===== src/rtl/multicycle_control_unit.sv =====
// Control FSM for a multicycle ARM-subset datapath: sequences fetch, decode, memory,
// ALU and branch steps, evaluates condition codes and holds the NZCV flags.
module multicycle_control_unit #(
  parameter int unsigned USE_MEM_READY = 1
) (
  input  logic       clk,
  input  logic       rst_n,
  input  logic [3:0] cond,
  input  logic [1:0] op,
  input  logic [5:0] funct,
  input  logic [3:0] rd,
  input  logic [3:0] alu_flags,
  input  logic       mem_ready,
  output logic       pc_write,
  output logic       ir_write,
  output logic       mem_write,
  output logic       reg_write,
  output logic       adr_src,
  output logic       alu_src_a,
  output logic [1:0] alu_src_b,
  output logic [1:0] result_src,
  output logic [1:0] imm_src,
  output logic [1:0] reg_src,
  output logic [2:0] alu_control,
  output logic [3:0] flags,
  output logic       illegal,
  output logic [3:0] state
);

  typedef enum logic [3:0] {
    StFetch    = 4'd0,
    StDecode   = 4'd1,
    StMemAdr   = 4'd2,
    StMemRead  = 4'd3,
    StMemWb    = 4'd4,
    StMemWrite = 4'd5,
    StExecR    = 4'd6,
    StExecI    = 4'd7,
    StAluWb    = 4'd8,
    StBranch   = 4'd9
  } state_e;

  typedef enum logic [2:0] {
    AluAdd = 3'b000,
    AluSub = 3'b001,
    AluAnd = 3'b010,
    AluOrr = 3'b011,
    AluMov = 3'b100
  } alu_op_e;

  state_e     state_q, state_d;
  logic [3:0] flags_q, flags_d;

  logic [3:0] cmd;
  logic       imm_bit;
  logic       s_bit;
  logic       mem_done;
  logic       rd_is_pc;

  assign imm_bit  = funct[5];
  assign cmd      = funct[4:1];
  assign s_bit    = funct[0];
  assign mem_done = (USE_MEM_READY == 0) || mem_ready;
  assign rd_is_pc = (rd == 4'hf);

  // Data-processing command decode.
  logic    cmd_ok;
  logic    cmd_is_cmp;
  logic    cmd_arith;
  alu_op_e cmd_alu;

  always_comb begin
    cmd_ok     = 1'b1;
    cmd_is_cmp = 1'b0;
    cmd_arith  = 1'b0;
    cmd_alu    = AluAdd;
    case (cmd)
      4'b0100: begin cmd_alu = AluAdd; cmd_arith = 1'b1; end
      4'b0010: begin cmd_alu = AluSub; cmd_arith = 1'b1; end
      4'b0000: cmd_alu = AluAnd;
      4'b1100: cmd_alu = AluOrr;
      4'b1101: cmd_alu = AluMov;
      4'b1010: begin cmd_alu = AluSub; cmd_arith = 1'b1; cmd_is_cmp = 1'b1; end
      default: cmd_ok = 1'b0;
    endcase
  end

  // Condition evaluation against the registered flags.
  logic flag_n, flag_z, flag_c, flag_v;
  logic cond_pass;

  assign {flag_n, flag_z, flag_c, flag_v} = flags_q;

  always_comb begin
    cond_pass = 1'b0;
    case (cond)
      4'b0000: cond_pass = flag_z;
      4'b0001: cond_pass = !flag_z;
      4'b0010: cond_pass = flag_c;
      4'b0011: cond_pass = !flag_c;
      4'b0100: cond_pass = flag_n;
      4'b0101: cond_pass = !flag_n;
      4'b0110: cond_pass = flag_v;
      4'b0111: cond_pass = !flag_v;
      4'b1000: cond_pass = flag_c && !flag_z;
      4'b1001: cond_pass = !flag_c || flag_z;
      4'b1010: cond_pass = (flag_n == flag_v);
      4'b1011: cond_pass = (flag_n != flag_v);
      4'b1100: cond_pass = !flag_z && (flag_n == flag_v);
      4'b1101: cond_pass = flag_z || (flag_n != flag_v);
      4'b1110: cond_pass = 1'b1;
      default: cond_pass = 1'b0;
    endcase
  end

  always_ff @(posedge clk or negedge rst_n) begin
    if (!rst_n) begin
      state_q <= StFetch;
      flags_q <= 4'b0000;
    end else begin
      state_q <= state_d;
      flags_q <= flags_d;
    end
  end

  always_comb begin
    state_d     = state_q;
    flags_d     = flags_q;
    pc_write    = 1'b0;
    ir_write    = 1'b0;
    mem_write   = 1'b0;
    reg_write   = 1'b0;
    adr_src     = 1'b0;
    alu_src_a   = 1'b0;
    alu_src_b   = 2'b00;
    result_src  = 2'b00;
    alu_control = AluAdd;
    illegal     = 1'b0;
    imm_src     = op;
    reg_src     = {op == 2'b01, op == 2'b10};

    case (state_q)
      StFetch: begin
        alu_src_a  = 1'b1;
        alu_src_b  = 2'b10;
        result_src = 2'b10;
        if (mem_done) begin
          ir_write = 1'b1;
          pc_write = 1'b1;
          state_d  = StDecode;
        end
      end
      StDecode: begin
        alu_src_a = 1'b1;
        alu_src_b = 2'b10;
        state_d   = StFetch;
        if (cond_pass) begin
          case (op)
            2'b01: state_d = StMemAdr;
            2'b10: state_d = StBranch;
            2'b00: begin
              if (!cmd_ok) illegal = 1'b1;
              else         state_d = imm_bit ? StExecI : StExecR;
            end
            default: illegal = 1'b1;
          endcase
        end
      end
      StMemAdr: begin
        alu_src_b = 2'b01;
        state_d   = s_bit ? StMemRead : StMemWrite;
      end
      StMemRead: begin
        adr_src = 1'b1;
        if (mem_done) state_d = StMemWb;
      end
      StMemWb: begin
        result_src = 2'b01;
        pc_write   = rd_is_pc;
        reg_write  = !rd_is_pc;
        state_d    = StFetch;
      end
      StMemWrite: begin
        adr_src   = 1'b1;
        mem_write = 1'b1;
        if (mem_done) state_d = StFetch;
      end
      StExecR: begin
        alu_control = cmd_alu;
        state_d     = StAluWb;
      end
      StExecI: begin
        alu_src_b   = 2'b01;
        alu_control = cmd_alu;
        state_d     = StAluWb;
      end
      StAluWb: begin
        alu_control = cmd_alu;
        // CMP has no writeback, so a destination of r15 does not redirect the PC.
        pc_write    = !cmd_is_cmp && rd_is_pc;
        reg_write   = !cmd_is_cmp && !rd_is_pc;
        if (s_bit || cmd_is_cmp) begin
          flags_d[3:2] = alu_flags[3:2];
          if (cmd_arith) flags_d[1:0] = alu_flags[1:0];
        end
        state_d = StFetch;
      end
      StBranch: begin
        alu_src_b  = 2'b01;
        result_src = 2'b10;
        pc_write   = 1'b1;
        state_d    = StFetch;
      end
      default: state_d = StFetch;
    endcase

    // Reset overrides outputs combinationally so nothing is enabled while rst_n is low.
    if (!rst_n) begin
      pc_write    = 1'b0;
      ir_write    = 1'b0;
      mem_write   = 1'b0;
      reg_write   = 1'b0;
      adr_src     = 1'b0;
      alu_src_a   = 1'b1;
      alu_src_b   = 2'b10;
      result_src  = 2'b10;
      alu_control = AluAdd;
      illegal     = 1'b0;
      imm_src     = 2'b00;
      reg_src     = 2'b00;
    end
  end

  assign flags = flags_q;
  assign state = state_q;

endmodule


===== config.mk =====
export PLATFORM = sky130hd
export DESIGN_NAME = multicycle_control_unit
export DESIGN_NICKNAME = d
export VERILOG_FILES = /design/src/rtl/multicycle_control_unit.sv
export SDC_FILE = /design/constraint.sdc
export NUM_CORES = 1
export LEC_CHECK = 0
export BUFFER_PORTS_ARGS = -buffer_cell sky130_fd_sc_hd__buf_2
export CAP_MARGIN = 20
export CELL_PAD_IN_SITES_DETAIL_PLACEMENT = 1
export CELL_PAD_IN_SITES_GLOBAL_PLACEMENT = 2
export CORE_MARGIN = 2
export CORE_UTILIZATION = 24
export CTS_BUF_LIST = sky130_fd_sc_hd__clkbuf_8
export CTS_CLUSTER_SIZE = 14
export DETAILED_ROUTE_END_ITERATION = 12
export PLACE_DENSITY = 0.76
export SYNTH_ARGS = -nofsm -noshare
export SYNTH_HDL_FRONTEND = slang
export SYNTH_SLANG_ARGS = --single-unit

===== constraint.sdc =====
create_clock -name clk -period 1.6 [get_ports clk]
set_input_delay 0.08 -clock clk [delete_from_list [all_inputs] [get_ports clk]]
set_output_delay 0.08 -clock clk [all_outputs]
set_load 0.02 [all_outputs]

==> summary.md, run 1 <==
| Metric | Value |
|---|---|
| CP Launch Type | register |
| Worst Tran Pin Value | 394 ps |
| Initial Util | 0.252 |
| Worst EP arrival | 1790 ps |
| Pwr Density | 1190 nW/um2 |
| Later-pin clock latency in the skew report | 230 ps |
| Synth Instances | 139 |
| CP delay by family, top | compound AO/OA/AOI/OAI gates |
| Count of cell types in the netlist | 54 |
| First DRT Iteration DRCs | 43 |
| Hold Crit Class | in -> async |
| Final setup vio count | 9 |
| Critical-path top delay cell | dfrtp_2 |
| Max cap viols | 0 |
| Final Core Density | 0.412 |
| DIE HEIGHT | 71.9 um |
| Wl on met1 | 1760 um |
| Die area | 5160 um2 |
| Largest net degree at the start of global routing | 16 |
| Reg2reg setup slack | -270 ps |
| CP max FO | 6 |
| Max VDD drop | 0.000311 V |
| DRT Wirelength | 4260 um |
| CTS clock-pin slew for the worst setup and hold paths | 40 ps |
| Unrepaired setup endpoints after global routing | yes |
| Yosys warning count | 0 |
| GRT Total Usage | 0.159 |
| Die width | 71.9 um |
| Final worst slack | -271 ps |
| Root Driver | clkbuf_8 |
| TritonCTS clock tree | built |
| DPL Wire Length | 3020 um |
| Commonest non-fill, non-tap cells in the layout | buf_2 (42), buf_4 (26), nand2_1 (9), nor2_1 (9), buf_6 (7) |
| Fin nets | 236 |
| Worst Path Buf+Inv | 1 |
| Via count | 1336 |
| Pleak | 0.857 nW |
| TNS Setup | -1290 ps |
| Vias/cell | 5.14 |
| DR top layer | met4 |
| DRT Pass-1 Iters | 4 |
| IO Pins | 49 |
| Sequential share of the synthesized area | 0.181 |
| First-pass GRT wire length | 6560 um |
| Port Buffers | 48 |
| Cell area after layout | 1810 um2 |
| Ant. Diodes | 0 |
| Net count after synthesis | 166 |
| Outcome | finished, violations left |
| Max stage delay on crit path | 440 ps |
| Synth Cell Area | 1100 um2 |
| Max clock buf depth | 2 |
| Fin. Hold Viols | 0 |
| Clock Sinks | 8 |
| Pins Over Slew Limit | 0 |
| Maximum clock frequency | 0.534 GHz |
| Grt total ovfl | 0 |
| Routability cong. | 0.837 |
| Worst setup EP type | output port |
| Critical path, cell by cell | nor4bb_2 -> o31ai_1 -> nand3_2 -> a211oi_4 -> nor3_2 -> buf_4 |
| Drc violations | 0 |
| WP data required | 1520 ps |
| Hold buffers post-CTS | 0 |
| Setup CP Type | reg -> out |
| Yosys reg bits | 8 |
| Initial antenna violation count | 0 |
| Total chip power | 2.16 mW |
| Min Tclk post-route | 1870 ps |
| WL/cell | 16.4 um |
| Relative slew slack | 0.734 |
| Site Rows | 24 |
| Failing checks | setup timing |
| Most common cell after layout, fill and taps aside | buf_2 |
| DRT antenna net count | 0 |
| Fin crit share | 1.17 |
| Dpl cell area | 1510 um2 |
| Syn Area/Cell | 7.95 um2 |
| Total CTS buffers | 3 |
| Met2 WL post-DR | 2270 um |
| Skew final | 4.53 ps |
| Post-synth EDFFs | 0 |
| Top_reg_cell synth | dfrtp_1 |
| Metal3 WL | 163 um |
| Vias in the first global route | 1436 |
| Dpl ws | -138 ps |
| Synth async-reset ratio | 1.00 |
| H-tree depth | 1 |
| CORE AREA | 4380 um2 |
| Area grow syn2layout | 63.5% |
| Share of cells above drive strength 1 | 0.553 |
synthesized netlist by cell type, types with 2 or more instances:
| library cell | instances | share of area |
|---|---|---|
| a21oi_1 | 5 | 0.023 |
| a41oi_1 | 2 | 0.016 |
| and2_1 | 7 | 0.040 |
| and3_1 | 2 | 0.011 |
| buf_2 | 2 | 0.0091 |
| buf_6 | 3 | 0.031 |
| clkbuf_1 | 4 | 0.014 |
| dfrtp_1 | 8 | 0.18 |
| ha_1 | 4 | 0.045 |
| inv_1 | 4 | 0.014 |
| inv_2 | 2 | 0.0068 |
| mux2_1 | 4 | 0.041 |
| mux2i_1 | 2 | 0.018 |
| nand2_1 | 9 | 0.031 |
| nand2b_1 | 7 | 0.040 |
| nand3_1 | 5 | 0.023 |
| nor2_1 | 12 | 0.041 |
| nor2b_1 | 2 | 0.011 |
| nor3_1 | 4 | 0.018 |
| nor3b_1 | 3 | 0.020 |
| nor4_1 | 2 | 0.011 |
| nor4b_1 | 2 | 0.016 |
| nor4bb_1 | 2 | 0.018 |
| o21a_1 | 2 | 0.014 |
| o21ai_0 | 2 | 0.0091 |
| o21ai_1 | 2 | 0.0091 |
| o22ai_1 | 2 | 0.011 |
| o31ai_1 | 5 | 0.034 |
| o32ai_1 | 2 | 0.016 |
| xor2_1 | 3 | 0.024 |
power by group:
part | leakage, nW | switching [mW] | internal [mW]
Combinational | 0.728 | 0.819 | 0.720
Sequential | 0.102 | 0.0909 | 0.276
Clock | 0.0269 | 0.0845 | 0.167
worst paths after layout:
check                                     startpoint                    to  cells after the start
worst min-delay path                           rst_n  state[0]$_DFFE_PN0P_                      2
max in group asynchronous                      rst_n  flags[3]$_DFFE_PN0P_                      2
worst max-delay path            flags[0]$_DFFE_PN0P_               illegal                      6
min in group clk                        alu_flags[3]  flags[3]$_DFFE_PN0P_                      2
worst max register to register  flags[0]$_DFFE_PN0P_  state[3]$_DFFE_PN0P_                      7
worst min register to register  flags[1]$_DFFE_PN0P_  flags[1]$_DFFE_PN0P_                      1
metrics by stage:
step | hold WS [ps] | instances
after floorplan | -216 | 139
after global placement | 225 | 246
after CTS | 31.2 | 255
after detailed placement | 246 | 246
final | 19.0 | 260
after global routing | 67.0 | 260
logic make-up after synthesis:
group,Yosys count,synth area share
muxes,7,0.0691
buffers and inverters,16,0.0770
AOI/OAI and AO/OA,32,0.231
adders and majority gates,4,0.0453
xor gates and xnor gates,4,0.0317
and+or+nand+nor,68,0.365
DFF,8,0.181
metal layers:
layer	global-route usage	up-vias
li1	-	654
met1	0.181	640
met2	0.293	34
met3	0.0323	8
met4	0.0566	0
met5	0	-
layout make-up:
class,count,area (um2)
Sequential cell,8,204
Timing Repair Buffer,75,484
Inverter,6,22.5
Clock buffer,3,41.3
Clock inverter,1,3.75
Multi-Input combinational cell,115,986
Fill cell,532,2580
Tap cell,52,65.1
flip-flops by register name, indices dropped and copies added (netlist names):
signal	flops
state	4
flags	4
what timing repair did:
action                     CTS  global route
gates resized for setup     29            10
pin swaps                   12             7
setup endpoints to repair   10            14
buffers inserted             5             5
Note: power is estimated with default switching activity, not from simulation.
==> inputs of run 2 (changes only) <==
CORE_UTILIZATION = 23   (was 24)
CTS_BUF_LIST = unset   (was sky130_fd_sc_hd__clkbuf_8)
PLACE_DENSITY = 0.73   (was 0.76)
==> summary.md, run 2 (synthesis results as in run 1) <==
| Metric | Value |
|---|---|
| Outcome | finished, violations left |
| Failing checks | setup timing |
| TritonCTS clock tree | built |
| Later-pin clock latency in the skew report | 240 ps (about the same) |
| Area grow syn2layout | 69.5% |
| CORE AREA | 4690 um2 (+7.0%) |
| Fin. Hold Viols | 0 (unchanged) |
| Die area | 5370 um2 (+4.1%) |
| Max cap viols | 0 (unchanged) |
| Critical-path top delay cell | dfrtp_2 |
| WP data required | 1520 ps (about the same) |
| Hold Crit Class | in -> async |
| Setup CP Type | reg -> out |
| Pwr Density | 1160 nW/um2 (-2.6%) |
| GRT Total Usage | 0.150 (-0.00901) |
| Final worst slack | -240 ps (+31.4 ps) |
| Site Rows | 25 (+4.2%) |
| Via count | 1312 (-1.8%) |
| Share of cells above drive strength 1 | 0.567 (+0.0144) |
| Most common cell after layout, fill and taps aside | buf_2 |
| Commonest non-fill, non-tap cells in the layout | buf_2 (38), buf_4 (23), buf_6 (14) |
| Switching Power | 1.01 mW (+1.1%) |
| Maximum clock frequency | 0.544 GHz (+1.7%) |
| Initial antenna violation count | 0 (unchanged) |
| Grt total ovfl | 0 (unchanged) |
| CP max FO | 5 (-1) |
| First-pass GRT wire length | 6400 um (-2.5%) |
| Relative slew slack | 0.729 (-0.00499) |
| Worst EP arrival | 1760 ps (-30 ps) |
| Worst Path Buf+Inv | 2 (+1) |
| IO Pins | 49 (unchanged) |
| Port Buffers | 48 (unchanged) |
| DPL Wire Length | 3020 um (+0.22%) |
| First DRT Iteration DRCs | 42 (-2.3%) |
| FF/Latch Area | 205 um2 (+0.61%) |
| CP Launch Type | register |
| R2R Path Start | flags[3]$_DFFE_PN0P_ |
| Pleak | 0.870 nW (+1.5%) |
| Most frequent cell on the critical path | buf_6 |
| Max VDD drop | 0.000379 V (+22%) |
| Clock Sinks | 8 (unchanged) |
| Cell area after layout | 1870 um2 (+3.7%) |
| Initial Util | 0.235 (-0.0165) |
| Unrepaired setup endpoints after global routing | yes |
| Worst Tran Pin Value | 403 ps (+9.23 ps) |
| Fin nets | 236 (unchanged) |
| DRT antenna net count | 0 (unchanged) |
| Total CTS buffers | 3 (unchanged) |
| Setup crit start | state[3]$_DFFE_PN0P_ |
| Worst setup EP type | output port |
| Comb power frac | 0.708 (-0.006) |
| Internal power | 1.17 mW (+0.80%) |
| Sw Share | 0.462 (+0.000803) |
| DRT Pass-1 Iters | 2 (-2) |
| Dpl ws | -146 ps (-8.05 ps) |
| Die width | 73.3 um (+2.0%) |
| Root Driver | clkbuf_8 |
| CP delay by family, top | compound AO/OA/AOI/OAI gates |
| Routability cong. | 0.749 (-11%) |
| Max clock buf depth | 2 (unchanged) |
| DIE HEIGHT | 73.3 um (+2.0%) |
| Final setup vio count | 8 (-1) |
| Drc violations | 0 (unchanged) |
| Min Tclk post-route | 1840 ps (-31.4 ps) |
| Vias/cell | 5.01 (-2.5%) |
| Vias in the first global route | 1347 (-6.2%) |
| Fin crit share | 1.15 (-0.0196) |
| WL/cell | 15.9 um (-3.1%) |
| DRT Wirelength | 4160 um (-2.3%) |
| Max stage delay on crit path | 480 ps (+40 ps) |
| H-tree depth | 1 (unchanged) |
| Ant. Diodes | 0 (unchanged) |
| Multi-input gate area | 1010 um2 (+2.7%) |
| Critical path, cell by cell | buf_6 -> nor2_4 -> a21oi_1 -> o32ai_2 -> o2111a_1 -> buf_6 |
| Fill count | 570 (+7.1%) |
| Clock power share | 0.125 (+0.009) |
| Largest net degree at the start of global routing | 18 (+2) |
| Sequential share of power | 0.168 (-0.002) |
| Pins Over Slew Limit | 0 (unchanged) |
| Skew final | 12.0 ps (+7.44 ps) |
| Dpl cell area | 1520 um2 (+0.17%) |
| CTS clock-pin slew for the worst setup and hold paths | 50 ps (about the same) |
[run 2: cell types whose count changed in the layout (fill, tap and decap cells not counted), sizes merged]
cell | before | now
inv | 7 | 6
clkbuf | 3 | 4
[run 2: repair_timing]
action                     in CTS  in global routing
setup endpoints to repair      13                 16
gates resized for setup        28                 29
pin swaps                       8                  9
hold buffers                    0                  0
buffers inserted                9                  2
[run 2: power by group through the flow]
stage	logic [mW]	clock network (mW)	registers [mW]
final	1.54	0.272	0.365
after global routing	1.65	0.297	0.380
after CTS	1.34	0.274	0.363
after detailed placement	1.16	0	0.356
after global placement	1.14	0	0.347
after floorplan	0.636	0	0.437
[run 2: worst paths after layout]
path / endpoint / slack, ps / cells after the start
worst min register to register: flags[1]$_DFFE_PN0P_ / 570 / 1
worst min-delay path: state[1]$_DFFE_PN0P_ / 30 / 2
worst max-delay path: pc_write / -240 / 6
worst max register to register: state[0]$_DFFE_PN0P_ / -160 / 6
min in group clk: flags[1]$_DFFE_PN0P_ / 60 / 2
max in group asynchronous: state[3]$_DFFE_PN0P_ / 1400 / 2
[run 2: cell type report]
class,instances,share of cell area
Multi-Input combinational cell,115,0.540
Timing Repair Buffer,75,0.278
Clock buffer,4,0.0240
Sequential cell,8,0.110
Tap cell,54,0.0361
Inverter,6,0.0120
[run 2: layer usage]
metal | track usage | vias to the layer above | wire (um)
met1 | 0.182 | 628 | 1740
met5 | 0 | - | 0
met4 | 0.0485 | 0 | 72
li1 | - | 648 | -
met2 | 0.272 | 29 | 2210
met3 | 0.0206 | 7 | 136
[run 2: metrics by stage]
step / hold WS (ps) / total power [mW] / std cells / TNS [ps] / utilization
5_1_grt: 68.0 / 2.33 / 262 / -1950 / 0.399
6_report: 34.5 / 2.18 / 262 / -951 / 0.399
3_3_place_gp: 218 / 1.48 / 248 / -94.8 / 0.323
3_5_place_dp: 250 / 1.52 / 248 / -669 / 0.323
4_1_cts: 19.4 / 1.98 / 260 / -1090 / 0.369
2_1_floorplan: -216 / 1.07 / 139 / -115 / -
==> inputs of run 3 (changes only) <==
PLACE_DENSITY = unset   (was 0.73)
PLACE_DENSITY_LB_ADDON = 0.08   (was unset)
==> summary.md, run 3 (synthesis results as in run 1) <==
| Metric | Value |
|---|---|
| Outcome | finished, violations left |
| Failing checks | setup timing |
| Final worst slack | -231 ps (+8.19 ps) |
| Total chip power | 2.18 mW (about the same) |
| Worst EP arrival | 1750 ps (about the same) |
| Initial antenna violation count | 0 (unchanged) |
| Fin crit share | 1.14 (-0.00512) |
| IO Pins | 49 (unchanged) |
| Final setup vio count | 7 (-1) |
| CTS clock-pin slew for the worst setup and hold paths | 50 ps (about the same) |
| DIE HEIGHT | 73.3 um (unchanged) |
| DRT Wirelength | 4030 um (-3.1%) |
| Die width | 73.3 um (unchanged) |
| Largest net degree at the start of global routing | 13 (-5) |
| Total CTS buffers | 3 (unchanged) |
| Dpl cell area | 1520 um2 (unchanged) |
| First-pass GRT wire length | 6240 um (-2.4%) |
| DRT antenna net count | 0 (unchanged) |
| Max VDD drop | 0.000268 V (-29%) |
| DRT Pass-1 Iters | 4 (+2) |
| Initial Util | 0.235 (unchanged) |
| TNS Setup | -827 ps (+124 ps) |
| Vias/cell | 5.02 (+0.30%) |
| Drc violations | 0 (unchanged) |
| Fin nets | 238 (+0.85%) |
| Later-pin clock latency in the skew report | 230 ps (about the same) |
| CP Launch Type | register |
| Critical-path top delay cell | dfrtp_2 |
| CP max FO | 4 (-1) |
| Cell area after layout | 1870 um2 (about the same) |
| Commonest non-fill, non-tap cells in the layout | buf_2 (41), buf_4 (27), nand2_1 (9) |
| Maximum clock frequency | 0.546 GHz (+0.45%) |
| Worst setup EP type | output port |
| Area grow syn2layout | 69.4% (about the same) |
| Unrepaired setup endpoints after global routing | yes |
| Post-Place Cells | 248 (unchanged) |
| Relative slew slack | 0.758 (+0.0290) |
| Max clock buf depth | 2 (unchanged) |
| WL/cell | 15.3 um (-3.8%) |
| Port Buffers | 48 (unchanged) |
| Routability cong. | 0.763 (+1.9%) |
| Setup CP Type | reg -> out |
| Ant. Diodes | 0 (unchanged) |
| Site Rows | 25 (unchanged) |
| Skew final | 5.21 ps (-6.76 ps) |
| Share of cells above drive strength 1 | 0.581 (+0.0136) |
| H-tree depth | 1 (unchanged) |
| Clock Sinks | 8 (unchanged) |
| Die area | 5370 um2 (unchanged) |
| Pleak | 0.875 nW (+0.60%) |
| Hold Crit Class | in -> reg |
| Post-route insts no fill | 264 (+0.76%) |
| First DRT Iteration DRCs | 41 (-2.4%) |
| Pwr Density | 1160 nW/um2 (about the same) |
| Pins Over Slew Limit | 0 (unchanged) |
| CP delay by family, top | compound AO/OA/AOI/OAI gates |
| Max cap viols | 0 (unchanged) |
| Root Driver | clkbuf_8 |
| WP data required | 1520 ps (about the same) |
| TritonCTS clock tree | built |
| Worst Path Buf+Inv | 1 (-1) |
| DPL Wire Length | 2920 um (-3.4%) |
| Via count | 1326 (+1.1%) |
| Fin. Hold Viols | 0 (unchanged) |
| Critical path, cell by cell | nor4bb_1 -> o31ai_1 -> nand3_1 -> a211oi_4 -> nor3_2 -> buf_4 |
| Grt total ovfl | 0 (unchanged) |
| Fill count | 574 (+0.70%) |
| Max stage delay on crit path | 430 ps (-50 ps) |
| Worst Tran Pin Value | 362 ps (-41.3 ps) |
| GRT Total Usage | 0.145 (-0.00577) |
| Vias in the first global route | 1294 (-3.9%) |
| Min Tclk post-route | 1830 ps (-8.19 ps) |
| Most common cell after layout, fill and taps aside | buf_2 |
| CORE AREA | 4690 um2 (unchanged) |
run 3: cell types whose count changed in the layout (fill, tap and decap cells not counted), sizes merged:
| cell | before | now |
|---|---|---|
| buf | 75 | 76 |
| dlygate4sd3 | 0 | 1 |
run 3: final timing paths:
kind	start	endpoint	slack, ps	cells after the start
max	flags[3]$_DFFE_PN0P_	illegal	-230	6
min	alu_flags[3]	flags[3]$_DFFE_PN0P_	60	2
max reg2reg	flags[3]$_DFFE_PN0P_	state[0]$_DFFE_PN0P_	-140	6
min reg2reg	flags[3]$_DFFE_PN0P_	flags[3]$_DFFE_PN0P_	670	2
max in group asynchronous	rst_n	state[3]$_DFFE_PN0P_	860	2
min in group asynchronous	rst_n	flags[1]$_DFFE_PN0P_	450	2
run 3: timing repair:
item	in CTS	in global routing
setup endpoints to repair	9	13
hold buffers	1	0
buffers inserted	5	6
resized for setup	14	35
pin swaps	5	9
hold endpoints to repair	8	0
run 3: through the flow:
step                      hold slack (ps)  setup slack (ps)  utilization
final                                64.9              -231        0.399
after global routing                 68.6              -290        0.399
after CTS                            60.2              -269        0.354
after detailed placement            -6.98              -148        0.323
after global placement              -16.0             -81.6        0.323
after floorplan                      -216             -52.5            -
run 3: layout make-up:
class	count	area (um2)	share of cell area
flip-flops and latches	8	205	0.110
clock buffers	4	45.0	0.0241
well taps	54	67.6	0.0361
multi-input cells	115	1020	0.547
inverters	6	22.5	0.0120
repair buffers	77	508	0.271
run 3: routing by layer:
metal  global-route usage  up-vias  wire [um]  share of wire
met5                    0        -          0              0
met4               0.0364        0         27         0.0067
met3              0.00549        2        119          0.030
met1                0.198      638       1800           0.45
li1                     -      657          -              -
met2                0.249       29       2080           0.52
run 3: power breakdown:
part,switching (mW),leakage (nW),internal [mW]
clock network,0.0844,0.0228,0.173
logic,0.798,0.752,0.744
registers,0.100,0.101,0.276
total,0.983,0.875,1.19
